## src/rtl/rect_fill_engine.sv

```systemverilog
// Rectangle fill engine: clips a rectangle to the frame and streams one pixel write per cycle
// in raster order, and swaps display/draw pages on a synchronized vsync when idle.
module rect_fill_engine #(
    parameter int H_RES = 320,
    parameter int V_RES = 240
) (
    input  logic       CLOCK_50,
    input  logic       RESET,
    input  logic       START,
    input  logic [8:0] RECT_X0,
    input  logic [8:0] RECT_Y0,
    input  logic [8:0] RECT_W,
    input  logic [8:0] RECT_H,
    input  logic [7:0] COLOR,
    input  logic       FLIP_REQ,
    input  logic       VGA_VS,
    output logic       WE,
    output logic [8:0] PIXEL_X,
    output logic [8:0] PIXEL_Y,
    output logic [7:0] PIXEL_DIN,
    output logic       PAGE_SEL,
    output logic       BUSY,
    output logic       DONE
);

    // state | meaning
    // IDLE  | waiting for START or a pending page flip
    // CLIP  | clip the latched rectangle against the frame
    // FILL  | one pixel write per cycle in raster order
    // FIN   | one-cycle DONE pulse
    typedef enum logic [1:0] {IDLE, CLIP, FILL, FIN} state_t;

    localparam logic [9:0] H_LIM = 10'(H_RES);
    localparam logic [9:0] V_LIM = 10'(V_RES);

    state_t     state;
    logic [8:0] x0_q, y0_q, w_q, h_q;
    logic [9:0] x_end, y_end;
    logic [9:0] x_sum, y_sum;
    logic       vs_s1, vs_s2, vs_s3;
    logic       flip_pending;
    logic       vs_event, flip_now, empty, x_last, y_last;

    assign x_sum    = {1'b0, x0_q} + {1'b0, w_q};
    assign y_sum    = {1'b0, y0_q} + {1'b0, h_q};
    assign empty    = (w_q == 9'd0) || (h_q == 9'd0) ||
                      ({1'b0, x0_q} >= H_LIM) || ({1'b0, y0_q} >= V_LIM);
    assign x_last   = ({1'b0, PIXEL_X} + 10'd1) == x_end;
    assign y_last   = ({1'b0, PIXEL_Y} + 10'd1) == y_end;
    assign vs_event = vs_s3 & ~vs_s2;
    assign flip_now = vs_event && flip_pending && (state == IDLE);
    assign BUSY     = (state != IDLE) || flip_pending;

    always_ff @(posedge CLOCK_50) begin
        if (RESET) begin
            state        <= IDLE;
            WE           <= 1'b0;
            DONE         <= 1'b0;
            PAGE_SEL     <= 1'b0;
            flip_pending <= 1'b0;
            PIXEL_X      <= '0;
            PIXEL_Y      <= '0;
            PIXEL_DIN    <= '0;
            x0_q         <= '0;
            y0_q         <= '0;
            w_q          <= '0;
            h_q          <= '0;
            x_end        <= '0;
            y_end        <= '0;
            vs_s1        <= 1'b1;
            vs_s2        <= 1'b1;
            vs_s3        <= 1'b1;
        end else begin
            vs_s1 <= VGA_VS;
            vs_s2 <= vs_s1;
            vs_s3 <= vs_s2;

            // A flip taken this cycle wins over a coincident repeat request.
            if (flip_now)
                flip_pending <= 1'b0;
            else if (FLIP_REQ)
                flip_pending <= 1'b1;

            case (state)
                IDLE: begin
                    WE   <= 1'b0;
                    DONE <= 1'b0;
                    if (flip_now) begin
                        PAGE_SEL <= ~PAGE_SEL;
                    end else if (START && !flip_pending) begin
                        x0_q      <= RECT_X0;
                        y0_q      <= RECT_Y0;
                        w_q       <= RECT_W;
                        h_q       <= RECT_H;
                        PIXEL_DIN <= COLOR;
                        state     <= CLIP;
                    end
                end
                CLIP: begin
                    x_end <= (x_sum > H_LIM) ? H_LIM : x_sum;
                    y_end <= (y_sum > V_LIM) ? V_LIM : y_sum;
                    if (empty) begin
                        DONE  <= 1'b1;
                        state <= FIN;
                    end else begin
                        WE      <= 1'b1;
                        PIXEL_X <= x0_q;
                        PIXEL_Y <= y0_q;
                        state   <= FILL;
                    end
                end
                FILL: begin
                    if (x_last) begin
                        if (y_last) begin
                            WE    <= 1'b0;
                            DONE  <= 1'b1;
                            state <= FIN;
                        end else begin
                            PIXEL_X <= x0_q;
                            PIXEL_Y <= PIXEL_Y + 9'd1;
                        end
                    end else begin
                        PIXEL_X <= PIXEL_X + 9'd1;
                    end
                end
                FIN: begin
                    WE    <= 1'b0;
                    DONE  <= 1'b0;
                    state <= IDLE;
                end
                default: state <= IDLE;
            endcase
        end
    end

endmodule

```

## config.mk

```make
export PLATFORM = sky130hd
export DESIGN_NAME = rect_fill_engine
export DESIGN_NICKNAME = d
export VERILOG_FILES = /design/src/rtl/rect_fill_engine.sv
export SDC_FILE = /design/constraint.sdc
export NUM_CORES = 1
export LEC_CHECK = 0
export CAP_MARGIN = 20
export CORE_MARGIN = 5
export CORE_UTILIZATION = 40
export DETAILED_ROUTE_END_ITERATION = 7
export PLACE_DENSITY_LB_ADDON = 0.25
export SLEW_MARGIN = 10
export SYNTH_ARGS = -nofsm -noshare
export SYNTH_HDL_FRONTEND = slang
export SYNTH_SLANG_ARGS = --single-unit
```

## constraint.sdc

```tcl
create_clock -name CLOCK_50 -period 3.05 [get_ports CLOCK_50]
set_clock_uncertainty 0.05 [all_clocks]
set_input_delay 0.915 -clock CLOCK_50 [delete_from_list [all_inputs] [get_ports CLOCK_50]]
set_output_delay 0.915 -clock CLOCK_50 [all_outputs]
set_load 0.1 [all_outputs]
```

==> results of run 1 <==
[worst reg2reg max path: stages (launching register included)]
cell and delay, ns:
dfxtp_2 0.37, ha_1 0.34, nand3_1 0.16, or2_2 0.33
xnor2_1 0.20, a2111oi_4 0.36, and4_2 0.43, o21ai_0 0.16
a211oi_1 0.27
[cell usage after synthesis, types with 8 or more instances]
library cell    n  share of area (%)
a21oi_1        69                6.6
o21ai_0        19                1.8
nor2_1         37                2.7
a32o_1          8                1.5
inv_1          16                1.2
mux2i_1        12                2.3
buf_2           8               0.77
clkbuf_1       25                1.8
ha_1           23                5.5
a211oi_1       18                2.6
dfxtp_1        91                 35
or2_2           9                1.1
nor3_1         10               0.96
a21o_1         11                1.6
xor2_1         10                1.7
nand2_1       137                9.9
xnor2_1        19                3.2
nand3_1        14                1.3
[cell usage in the layout, fill, tap and decap left out, types with 7 or more instances in the layout]
master and n:
a211oi_1 18, a21o_1 11, a21oi_1 69, a32o_1 8, buf_4 45, clkbuf_16 9, clkdlybuf4s50_1 47, dfxtp_1 87
ha_1 23, inv_1 16, mux2i_1 12, nand2_1 137, nand2b_1 7, nand3_1 14, nor2_1 36, nor3_1 10
o21ai_0 19, or2_2 9, xnor2_1 19, xor2_1 10
[power groups by stage]
stage / sequential [mW] / combinational [mW] / clock, mW
floorplan: 1.99 / 1.33 / 0
global placement: 1.63 / 2.26 / 0
detailed placement: 1.64 / 2.29 / 0
CTS: 1.62 / 2.30 / 1.17
global route: 1.65 / 2.50 / 1.23
finish: 1.62 / 2.30 / 1.14
[logic make-up after synthesis]
group / count (synthesis) / share of synthesized area (%)
AND/OR/NAND/NOR: 256 / 22.6
AO/OA/AOI/OAI: 181 / 23.4
flip-flops: 91 / 35.0
buffers and inverters: 55 / 4.66
XOR/XNOR: 31 / 5.50
adder cells (fa/ha/maj): 25 / 6.29
multiplexers: 13 / 2.52
[flip-flops by register name (all words and copies together) (netlist names), 8 cells and up]
name and flops:
PIXEL_DIN 8, h_q 9, PIXEL_X 9, y0_q 9, x_end 10, w_q 9, y_end 10, PIXEL_Y 9
x0_q 9
[through the flow]
stage,setup WS (ns),hold WS (ns),std cells,cell area (µm²)
2_1_floorplan,0.0288,0.339,652,5220
3_3_place_gp,0.261,0.372,879,6080
3_5_place_dp,0.220,0.380,879,6080
4_1_cts,0.203,0.392,895,6390
5_1_grt,0.0539,0.388,895,6390
6_report,0.280,0.380,895,6390
[path summary, 6_finish.rpt]
kind | start | to | slack, ns | cells past startpoint
min reg2reg | vs_s1 | vs_s2 | 0.38 | 1
min | vs_s1 | vs_s2 | 0.38 | 1
max reg2reg | PIXEL_Y[0] | state[0] | 0.28 | 8
max | PIXEL_Y[0] | state[0] | 0.28 | 8
[repair_timing]
item | CTS | global route
gates resized for setup | 0 | 1
hold buffers | 0 | 0
setup endpoints to repair | 0 | 1
[layer usage]
metal / part of all wire, % / global-route usage (%)
met1: 48 / 25.9
met2: 45 / 30.0
met3: 5.8 / 4.27
met4: 1.4 / 6.91
met5: 0 / 0
[layout make-up]
| class | instances | area [µm²] | share of cell area (%) |
|---|---|---|---|
| multi-input cells | 506 | 3150 | 49.3 |
| flip-flops and latches | 91 | 1830 | 28.6 |
| repair buffers | 94 | 833 | 13.0 |
| clock buffers | 15 | 278 | 4.35 |
| well taps | 172 | 215 | 3.37 |
| inverters | 16 | 60.1 | 0.940 |
| clock inverters | 1 | 30.0 | 0.470 |
==> impl_metrics.toml, run 1 <==
[sta]
min_period_over_period_pct = 90.8
tightest_slew_ns = 0.815
fin_crit_ns = 2.77
rsz0062_at_grt = "no"
tns_ns = 0
finalSetupViolations = 0
final_max_slew_viol_count = 0
fmax_mhz = 361
max_slew_margin_pct = 45.6
finalHoldViolations = 0

[synth]
synth_cells = 652
synthArstFlopShare_pct = 0
synth_ff_type = "dfxtp_1"
synth_cell_type_count = 65
syn_nets = 726
synth_seq_cells = 91
synth-seq-area-share_pct = 35.0
avgSynthCellArea_um2 = 7.99
yosys_warnings = 0
synth_area_um2 = 5210
synth_edf_count = 0

[cells_and_area]
fin_nets = 792
diodes = 0
area_growth_pct = 22.7
finish.utilization_pct = 50.4
fillers = 1232
drive_gt1_share_pct = 11.8

[floorplanning]
core_um2 = 12700
die_area_um2 = 15400
io-pin-count = 79
rows = 41
dieWidth_um = 124
die_h_um = 124
start_util_pct = 41.1

[pwr]
p_sw_mw = 2.19
sequentialPowerShare_pct = 32.0
vdd_drop_max_uv = 479
power_density_nw_per_um2 = 792
internal-power_mw = 2.87
p_total_mw = 5.06
p_leak_nw = 2.50
pwr-share-comb_pct = 45.4
swShare_pct = 43.3
p_clk_share_pct = 22.6

[clocking]
cts_made_buffers = 9
clkSlewWorstSetupHoldPaths_ns = 0.06
cts.sinks = 91
cts_setup_buffers = 0
clk_path_buf_depth = 2
clockRootBuffer = "clkbuf_16"
tritoncts = "done"
htree_levels = 3
clk_latency_ns = 0.34

[drt]
route.detailed.drc = 0
wl_um = 14300
vias_per_cell = 5.46
first_pass_iters = 5
via_count = 4886
drtAntennaViolNets = 0
drtIter0Drc = 242
routedWlPerCell_um = 16.0

[critical_path]
cpMaxStageDelayCell = "and4_2"
critPathMaxFanout = 12
crit_arrival_ns = 2.97
cp_cell_sequence = "ha_1 -> nand3_1 -> or2_2 -> xnor2_1 -> a2111oi_4 -> and4_2 -> o21ai_0 -> a211oi_1"
cp_num_buf_inv = 0
start_kind = "flop"
crit_family = "simple AND/OR/NAND/NOR gates"
max_stage_delay_ns = 0.43
critPathRequiredTime_ns = 3.25
end_kind = "flop"
critical_path_class = "flop to flop"

[global_route]
grt_pass1_vias = 4691
grt_pass1_wl_um = 23200
grt-ovfl-total = 0
grt_max_degree = 45
antenna_found_initial = 0
track_usage_pct = 19.2

[hold_path]
hold_path_class = "flop to flop"

[run]
max_cap_viol_count = 0

[placement]
port_buffers = 78
gp_congestion = 0.879
dpl.hpwl_um = 10800

[outcome]
outcome = "complete, no violations"
Note: power is estimated with default switching activity, not from simulation.
==> run 2, diff against run 1 <==
Settings changed: HOLD_SLACK_MARGIN from default to 0.1.
==> results of run 2 <==
The final DEF is identical to that of run 1; final timing and power are the same.
==> run 3, diff against run 2 <==
Settings changed: CTS_BUF_LIST from default to sky130_fd_sc_hd__clkbuf_16.
==> run 3 against run 2 <==
Register-to-register slack is essentially flat. Sequential share of layout area grew 0.13 points. Die area is the same. Power shrank 1.6%. Highest routed layer unchanged. Sequential power is essentially flat. Setup slack lost 0.011 ns. Flip-flop and latch count is the same. Non-clock buffer count is the same. Clock power shrank 7%. Wire length grew 0.27%. Design area shrank 0.47%. Combinational power is essentially flat.
==> impl_metrics.toml, run 3 (synthesis gave the netlist of run 1 again) <==
[outcome]
outcome = "complete, no violations"

[cells_and_area]
area_growth_pct = 22.1
final_common_cell = "nand2_1"
fillers = 1240
diodes = 0
drive_gt1_share_pct = 11.3
fin_nets = 792
layout_common_cells = "nand2_1, dfxtp_1, a21oi_1"
reg_top3 = "x_end (10), y_end (10)"

[placement]
gp_congestion = 0.879
dpl.hpwl_um = 10800
pre_cts_ws_ns = 0.220
port_buffers = 78

[drt]
drtAntennaViolNets = 0
drtIter0Drc = 264
first_pass_iters = 4
vias_per_cell = 5.44
wl_um = 14400
routedWlPerCell_um = 16.0
route.detailed.drc = 0
via_count = 4865

[sta]
finalSetupViolations = 0
finalHoldViolations = 0
fmax_mhz = 360
fin_crit_ns = 2.78
max_slew_margin_pct = 45.4
final_max_slew_viol_count = 0
min_period_over_period_pct = 91.2
tns_ns = 0
rsz0062_at_grt = "no"
tightest_slew_ns = 0.818
fin_ws_ns = 0.269

[pwr]
vdd_drop_max_uv = 456
power_density_nw_per_um2 = 783
p_leak_nw = 2.50

[clocking]
clkSlewWorstSetupHoldPaths_ns = 0.06
cts_made_buffers = 9
tritoncts = "done"
cts_hold_buf = 0
clockRootBuffer = "clkbuf_16"
clk_latency_ns = 0.34
clk_path_buf_depth = 2
htree_levels = 3
cts.sinks = 91

[floorplanning]
die_h_um = 124
start_util_pct = 41.1
io-pin-count = 79
dieWidth_um = 124
rows = 41
die_area_um2 = 15400
core_um2 = 12700

[global_route]
grt-ovfl-total = 0
antenna_found_initial = 0
grt_pass1_wl_um = 23100
grt_pass1_vias = 4661
grt_max_degree = 45
track_usage_pct = 19.1
grt_use_met2_pct = 29.6
grt_util_met3_pct = 4.27
grt-busiest-layer = "met2"
grtUsageMet1_pct = 26.0

[run]
max_cap_viol_count = 0

[critical_path]
crit_arrival_ns = 2.98
end_kind = "flop"
start_kind = "flop"
r2r_start = "PIXEL_Y[0]"
critPathRequiredTime_ns = 3.25
crit_start = "PIXEL_Y[0]"
critical_path_class = "flop to flop"
critPathMaxFanout = 12

[hold_path]
hold_path_startpoint = "vs_s1"
hold_path_class = "flop to flop"
==> run 3: cell count changes in the layout (fill, tap and decap cells not counted) <==
cell,before,now
clkbuf_1,3,0
clkinv_1,0,3
inv_1,16,19
clkbuf_8,3,0
==> run 3: final timing paths <==
check / to / slack [ns] / depth (start not counted)
worst min-delay path: vs_s2 / 0.38 / 1
worst max register to register: state[0] / 0.27 / 8
worst min register to register: vs_s2 / 0.38 / 1
worst max-delay path: state[0] / 0.27 / 8
==> run 3: layout make-up <==
cell class                 count  area, µm²  share of cell area [%]
multi-input combinational    506       3150                    49.5
sequential                    91       1830                    28.7
timing repair buffer          94        833                    13.1
clock buffer                   9        225                    3.54
tap                          172        215                    3.38
inverter                      16       60.1                   0.944
clock inverter                 7       52.6                   0.826
==> run 3: repair_timing <==
action	CTS	global route
resized for setup	0	1
hold endpoints to repair	0	0
setup endpoints to repair	0	1
setup buffers	0	0
==> run 3: per-layer routing <==
layer  vias to the layer above  share of wire [%]
li1                       2462                  -
met1                      2277                 48
met2                       113                 45
met3                        13                5.7
met4                         0                1.3
met5                         -                  0
==> run 3: report_power, final <==
part	internal [mW]	switching [mW]
logic	0.768	1.53
clock network	0.618	0.444
registers	1.40	0.221
==> run 3: critical path, stage by stage (launching register included) <==
cell and delay, ns:
dfxtp_2 0.37, ha_1 0.34, nand3_1 0.16, or2_2 0.34, xnor2_1 0.20, a2111oi_4 0.36, and4_2 0.43, o21ai_0 0.16
a211oi_1 0.27
==> run 3: stage by stage <==
step | instance area [µm²] | power (mW) | instances | hold slack, ns | util, %
2_1_floorplan | 5220 | 3.32 | 652 | 0.339 | -
3_3_place_gp | 6080 | 3.89 | 879 | 0.372 | 48.0
3_5_place_dp | 6080 | 3.93 | 879 | 0.380 | 48.0
4_1_cts | 6360 | 5.00 | 895 | 0.391 | 50.2
5_1_grt | 6360 | 5.29 | 895 | 0.388 | 50.2
6_report | 6360 | 4.98 | 895 | 0.383 | 50.2
